$ cat config.mk
export PLATFORM = sky130hd
export DESIGN_NAME = inst_mem_ctrl
export DESIGN_NICKNAME = d
export VERILOG_FILES = /design/src/rtl/inst_mem_ctrl.sv
export SDC_FILE = /design/constraint.sdc
export NUM_CORES = 1
export LEC_CHECK = 0
export ABC_AREA = 1
export CAP_MARGIN = 20
export CORE_AREA = 4 4 93 95
export CTS_CLUSTER_DIAMETER = 80
export DETAILED_ROUTE_END_ITERATION = 10
export DIE_AREA = 0 0 97 99
export PLACE_DENSITY_LB_ADDON = 0.08
export SLEW_MARGIN = 25
export SYNTH_ARGS = -nofsm -noshare
export SYNTH_HDL_FRONTEND = slang
export SYNTH_SLANG_ARGS = --single-unit
export TNS_END_PERCENT = 50
$ cat constraint.sdc
create_clock -name clk -period 1.45 [get_ports clk]
set_clock_uncertainty 0.15 [all_clocks]
set_input_delay 0.29 -clock clk [delete_from_list [all_inputs] [get_ports clk]]
set_output_delay 0.29 -clock clk [all_outputs]
set_load 0.01 [all_outputs]
$ cat src/rtl/inst_mem_ctrl.sv
// inst_mem_ctrl: front-end controller for the word-addressed instruction RAM.
// Arbitrates the core fetch port (read-only) and the loader/debug port
// (read/write) onto one synchronous single-port RAM. One grant per cycle,
// round-robin on ties, address range/alignment checking, and a response
// exactly one cycle after the accept.
//
// Optional feature macro: IMEM_BOOT_LOCK_EN
//   Defined     -> fetch is held off (f_req_ready = 0) after reset until
//                  boot_done is sampled high; the loader owns the RAM until then.
//   Not defined -> boot_done is ignored; fetch arbitrates from the first cycle.

module inst_mem_ctrl #(
    parameter int          DEPTH    = 1024,
    parameter int          IDX_W    = 10,
    parameter logic [31:0] ERR_INST = 32'h0000_0013
) (
    input  logic             clk,
    input  logic             rst_n,

    // Fetch port (read-only)
    input  logic             f_req_valid,
    output logic             f_req_ready,
    input  logic [31:0]      f_addr,
    output logic             f_rsp_valid,
    output logic [31:0]      f_rsp_inst,
    output logic             f_rsp_err,

    // Loader / debug port (read/write)
    input  logic             l_req_valid,
    output logic             l_req_ready,
    input  logic             l_we,
    input  logic [31:0]      l_addr,
    input  logic [31:0]      l_wdata,
    output logic             l_rsp_valid,
    output logic [31:0]      l_rsp_rdata,
    output logic             l_rsp_err,

    // RAM side
    output logic             mem_en,
    output logic             mem_we,
    output logic [IDX_W-1:0] mem_idx,
    output logic [31:0]      mem_wdata,
    input  logic [31:0]      mem_rdata,

    input  logic             boot_done
);

    // Word-index limit at the width of addr[31:2], so the range compare is
    // a plain 30-bit unsigned compare.
    localparam logic [29:0] DEPTH_W = 30'(DEPTH);

    // An address is rejected when it is not word aligned or when its word
    // index lies beyond the end of the RAM.
    function automatic logic addr_bad(input logic [31:0] addr);
        return (addr[1:0] != 2'b00) || (addr[31:2] >= DEPTH_W);
    endfunction

    // ------------------------------------------------------------------
    // State: last grant owner, boot lock, and the response registers.
    // ------------------------------------------------------------------
    logic r_last_ld;      // 1 = loader held the most recent grant
    logic r_f_rsp_valid;
    logic r_f_rsp_err;
    logic r_l_rsp_valid;
    logic r_l_rsp_err;
    logic r_l_rsp_wr;     // loader response belongs to a write (data = 0)

    logic w_unlocked;
    logic w_f_elig;
    logic w_f_grant;
    logic w_l_grant;
    logic w_f_bad;
    logic w_l_bad;

`ifdef IMEM_BOOT_LOCK_EN
    logic r_unlocked;

    // Boot lock: sticky once boot_done is seen, cleared only by reset.
    always_ff @(posedge clk or negedge rst_n) begin
        if (!rst_n) begin
            r_unlocked <= 1'b0;
        end else if (boot_done) begin
            r_unlocked <= 1'b1;
        end
    end

    assign w_unlocked = r_unlocked;
`else
    // boot_done has no role without the lock; tie it off explicitly.
    logic w_unused_boot_done;
    assign w_unused_boot_done = boot_done;
    assign w_unlocked         = 1'b1;
`endif

    assign w_f_bad  = addr_bad(f_addr);
    assign w_l_bad  = addr_bad(l_addr);
    assign w_f_elig = f_req_valid && w_unlocked;

    // Grant: a lone requester wins; on a tie the side that did not win
    // last time gets the RAM (fetch first after reset).
    always_comb begin
        // NOTE: every output of a combinational block gets a default first,
        // so no path can leave it unassigned and infer a latch.
        w_f_grant = 1'b0;
        w_l_grant = 1'b0;
        if (w_f_elig && l_req_valid) begin
            w_f_grant = r_last_ld;
            w_l_grant = !r_last_ld;
        end else if (w_f_elig) begin
            w_f_grant = 1'b1;
        end else if (l_req_valid) begin
            w_l_grant = 1'b1;
        end
    end

    // Nothing is queued internally: ready is simply the grant.
    assign f_req_ready = w_f_grant;
    assign l_req_ready = w_l_grant;

    // RAM drive for the granted request; an errored request never enables
    // the RAM, so a bad write is dropped on the floor.
    always_comb begin
        mem_en    = 1'b0;
        mem_we    = 1'b0;
        mem_idx   = '0;
        mem_wdata = '0;
        if (w_f_grant) begin
            mem_en  = !w_f_bad;
            mem_idx = f_addr[IDX_W+1:2];
        end else if (w_l_grant) begin
            mem_en    = !w_l_bad;
            mem_we    = !w_l_bad && l_we;
            mem_idx   = l_addr[IDX_W+1:2];
            mem_wdata = l_we ? l_wdata : 32'h0;
        end
    end

    // Round-robin history: any accepted request, good or errored, counts.
    always_ff @(posedge clk or negedge rst_n) begin
        if (!rst_n) begin
            r_last_ld <= 1'b1;
        end else if (w_f_grant) begin
            // NOTE: clocked state is always updated with non-blocking
            // assignments so every register samples pre-edge values.
            r_last_ld <= 1'b0;
        end else if (w_l_grant) begin
            r_last_ld <= 1'b1;
        end
    end

    // Response qualifiers, one cycle after accept. Reset wipes any response
    // that was in flight.
    always_ff @(posedge clk or negedge rst_n) begin
        if (!rst_n) begin
            r_f_rsp_valid <= 1'b0;
            r_f_rsp_err   <= 1'b0;
            r_l_rsp_valid <= 1'b0;
            r_l_rsp_err   <= 1'b0;
            r_l_rsp_wr    <= 1'b0;
        end else begin
            r_f_rsp_valid <= w_f_grant;
            r_f_rsp_err   <= w_f_grant && w_f_bad;
            r_l_rsp_valid <= w_l_grant;
            r_l_rsp_err   <= w_l_grant && w_l_bad;
            r_l_rsp_wr    <= w_l_grant && l_we;
        end
    end

    // The RAM output register is the data register of the response; here it
    // is only steered: ERR_INST / 0 on error, 0 for writes, 0 when idle.
    assign f_rsp_valid = r_f_rsp_valid;
    assign f_rsp_err   = r_f_rsp_err;
    assign f_rsp_inst  = !r_f_rsp_valid ? 32'h0    :
                         r_f_rsp_err    ? ERR_INST : mem_rdata;

    assign l_rsp_valid = r_l_rsp_valid;
    assign l_rsp_err   = r_l_rsp_err;
    assign l_rsp_rdata = (r_l_rsp_valid && !r_l_rsp_err && !r_l_rsp_wr) ?
                         mem_rdata : 32'h0;

endmodule

======== Word level (Yosys, flattened, before mapping) ========
Cells that the tools add are included.
storage, ports and cells
  flip-flop bits (word level) ............. 6
  input port bits ......................... 134
  output and inout bits ................... 114
cells by class
  magnitude comparators ................... 2
  muxes and demuxes ....................... 19
  reduce and logical (&&, ||, !) cells .... 17
operators with widths
  kind                                                                     count
  32-bit two-way mux                                                       6
  30-bit by 11-bit >= comparator with 1-bit output, second input constant  2
  10-bit two-way mux                                                       2
  1-bit two-way mux                                                        11
  1-bit logical AND                                                        7
  2-bit nonzero test                                                       3
  1-bit zero test                                                          5
  1-bit logical OR                                                         2

======== Depth between registers and ports, before layout ========
  depth in word-level cells ............... 6
  mapped depth ............................ 6
  depth with buffers taken out ............ 6

======== Least setup slack after synthesis ========
Ideal clock, no wire load.
  kind .................................... reg2out
  start ................................... register r_l_rsp_err (netlist: l_rsp_err)
  end ..................................... output l_rsp_rdata[10]
  arrival ................................. 1200 ps
  path slack .............................. -190 ps
  cell stages (with the launch flop) ...... 5
  cell sequence ........................... dfrtp_1 or3b_1 buf_6 buf_6 nor2_1
between the ends
  cells in the longest elaborated chain, start to end .. 4
RTL lines
  item                             RTL line  text
  start: declaration               65        logic r_l_rsp_err;
  start signal: assignment         164       r_l_rsp_err <= w_l_grant && w_l_bad;
  1-bit zero test                  178       assign l_rsp_rdata = (r_l_rsp_valid && !r_l_rsp_err && !r_l_rsp_wr) ?
  1-bit logical AND (2 in series)  178
  32-bit two-way mux               178
  end: declaration                 35        output logic [31:0] l_rsp_rdata,
Every way passes these cells.

======== Worst setup path in the final report ========
  start ................................... register r_last_ld
  end ..................................... output mem_wdata[26]
between the ends
  cells in the longest elaborated chain, start to end .. 4
  elaborated cells between the ends (all ways) .. 5
  those cells by class .................... 4 x mux; 1 x reduce/logical
RTL lines
  item                      RTL line  text
  start: declaration        61        logic r_last_ld;
  start signal: assignment  141       r_last_ld <= 1'b1;
  start signal: assignment  145       r_last_ld <= 1'b0;
  start signal: assignment  147       r_last_ld <= 1'b1;
  1-bit zero test           108       w_l_grant = !r_last_ld;
  1-bit two-way mux         106       if (w_f_elig && l_req_valid) begin
  32-bit two-way mux        130       end else if (w_l_grant) begin
  32-bit two-way mux *      127       if (w_f_grant) begin
  end: declaration          42        output logic [31:0] mem_wdata,
Mark *: on every way between the ends. The rest lies on a longest branch, timed or not.

==> results.md <==
* First-pass GRT wire length at 12900 um
* Relative slew slack at 82.8%
* Cells along the critical path: nand2_4 > nand2_8 > buf_4 > buf_12 > buf_16 > buf_4 > nor2_1 > buf_2
* Largest net degree at the start of global routing at 19
* Max-capacitance violation count at 0
* Number of remaining DRC errors at 0
* Cell count of the worst reg-to-reg path at 7
* Worst path slowest cell: dfstp_2
* Routed Antenna Nets at 0
* Top Family by Delay on Critical Path: buffers and inverters
* Worst slew pin tran at 258 ps
* Cell taking the most area after synthesis: nor2_1
* CTS tree: done
* Post-synthesis simple-gate area fraction at 59.2%
* Clock buffer depth at 2
* Yosys Warn Count at 0
* Pwr Total at 2100 uW
* Register area share after synthesis at 12.3%
* Syn Area/Cell at 4.83 sq um
* Compound-Gate Fraction of Synth Area at 8.37%
* Main flop type after synthesis: dfrtp_1
* Total congestion overflow at 0
* RSZ-0062 raised after global routing: yes
* Initial drt markers at 28
* CP Buf/Inv Count at 5
* Leakage at 0.00229 uW
* Clock sinks at 6
* Diode count at 0
* Vias/cell at 4.02
* Period minus WS final at 1970 ps
* Pint at 1320 uW
* FILL cells at 747
* Syn Inst Count at 254
* Switching share of total power at 37.1%
* FF+latch count, synth at 6
* Largest family of logic cells by synthesized area: simple AND/OR/NAND/NOR gates
* Total number of vias at 2564
* Clock power share at 12.4%
* Area share of the leading cell type in the synthesized netlist at 34.0%
* Post-Synth XOR/XNOR Area at 0%
* RD Place Congestion at 0.774
* Layout cell share with drive strength beyond 1 at 44.6%
* Final max-slew violation count at 0
* Die Y at 99 um
* GRT Total Usage at 16.3%
* Setup CP Type: reg -> out
* Die area at 9600 sq um
* Placed Instance Area at 4150 sq um
* CTS Buf Count at 3
* TritonRoute pass-1 iters at 3
* Initial antenna violation count at 0
* Violated checks: setup timing
* Dominant cell by count in the synthesized netlist: nor2_1
* Worst min-delay path category: in -> async
* Port Buffers at 246
* Pre-CTS setup slack at -1000 ps
* # setup viols final at 110
* CP required at 1010 ps
* Synth Area in Adders at 0%
* Final instance area at 4430 sq um
* Mapped Area at 1230 sq um
* Logic pwr share at 77.5%
* P_sw at 781 uW
* Clk root buf: clkbuf_8
* Levels on crit path at 8
* Multiplexer area fraction after synthesis at 0%
* Syn_nets at 388
* Synth area leaders: nor2_1 (34%), nand2_1 (16%), inv_1 (12%)
* Final hold violations at 0
* Sequential share of power at 10.0%
* Site Rows at 32
* Distinct cells, synth at 18
* Non-Filler Instances at 638
* Commonest cells post-synth: nor2_1 (111), nand2_1 (51), inv_1 (38), a22o_1 (10), nor2_2 (9)
* Top fanout value on the critical path at 6
* Wirelength per Cell at 13.2 um
* Number of enable flip-flop cells after synthesis at 0
* Outcome: finished with violations
* DRT Wirelength at 8450 um
* Fin crit share at 136%
* Setup total negative slack at -36880 ps
* Worst VDD drop at 253 uV
* Area growth syn-to-layout at 261%
* Post-synth ARST share at 100%
* CP Launch Type: flip-flop
* Io pins at 248
* Clk pin slew, worst setup/hold paths at 40 ps
* Post-DP HPWL at 7040 um
* Largest stage delay on the critical path at 550 ps
* CP arrival at 1530 ps
* Initial Util at 15.9%
* Most common cell on crit path: buf_4
* Vias in the first global route at 2604
* Die X at 97 um
* H-tree Lvls at 1
* Skew-Pair Late Insertion Delay at 220 ps
* Critical path endpoint category: output pin
* Final Net Count at 671
* Placed cells at 609
* PD cells at 475 nW/um^2
* Setup slack after layout at -518 ps
* Core footprint at 7730 sq um
* Highest clock rate at 0.508 GHz
## cell families (layout without fill, tap and decap cells)
kind of cell | count (synthesis) | in the layout
flops | 6 | 6
buf+inv | 55 | 337
compound gates | 13 | 13
simple gates | 180 | 180
## through the flow
step / hold slack (ps) / utilization [%]
2_1_floorplan: -156 / -
3_3_place_gp: 313 / 53.7
3_5_place_dp: 313 / 53.7
4_1_cts: 159 / 55.2
5_1_grt: 174 / 57.3
6_report: 152 / 57.3
## power groups by stage
stage                     sequential [uW]  combinational (uW)  clock [uW]
final                                 211                1630         261
after floorplan                       210                 551           0
after global routing                  214                1750         280
after detailed placement              207                1500           0
after global placement                206                1490           0
after CTS                             211                1570         262
## routing by layer
metal	global-route usage (%)	share of wire (%)
met2	33.3	55
met5	0	0
met3	6.37	11
met4	3.24	1.3
met1	15.2	33
## cell type report
| class | count | area [sq um] | share of cell area [%] |
|---|---|---|---|
| Timing Repair Buffer | 294 | 2760 | 62.4 |
| Multi-Input combinational cell | 193 | 1190 | 26.8 |
| Sequential cell | 6 | 151 | 3.42 |
| Inverter | 39 | 151 | 3.42 |
| Tap cell | 102 | 128 | 2.88 |
| Clock buffer | 4 | 45.0 | 1.02 |
## repair_timing
item / 4_1_cts / 5_1_grt
hold buffers: 0 / 0
setup buffers: 19 / 2
endpoints found under the setup margin: 115 / 111
gates resized for setup: 561 / 40
pin swaps: 30 / 10
gates cloned: 4 / 3
## state kept, by name (all words and copies together) (netlist names)
register,count
f_rsp_err,1
f_rsp_valid,1
l_rsp_err,1
l_rsp_valid,1
r_l_rsp_wr,1
r_last_ld,1
## cell usage in the layout (no fill, tap or decap), drive strengths merged, types with 3 or more instances in the layout
| master | instances |
|---|---|
| a21oi | 3 |
| a22o | 10 |
| buf | 157 |
| clkbuf | 7 |
| clkdlybuf4s50 | 101 |
| dfrtp | 5 |
| dlygate4sd2 | 26 |
| dlymetal6s2s | 6 |
| inv | 39 |
| nand2 | 52 |
| nor2 | 121 |
## worst paths after layout
kind	start	endpoint	slack [ps]
max in group asynchronous	rst_n	r_last_ld$_DFFE_PN1P_	730
setup reg to reg	r_last_ld$_DFFE_PN1P_	l_rsp_err$_DFF_PN0_	170
hold reg to reg	r_last_ld$_DFFE_PN1P_	r_last_ld$_DFFE_PN1P_	340
min in group clk	r_last_ld$_DFFE_PN1P_	r_last_ld$_DFFE_PN1P_	340
setup / recovery	r_last_ld$_DFFE_PN1P_	mem_wdata[26]	-520
hold / removal	rst_n	r_l_rsp_wr$_DFF_PN0_	150
(Power assumes the default switching activity.)
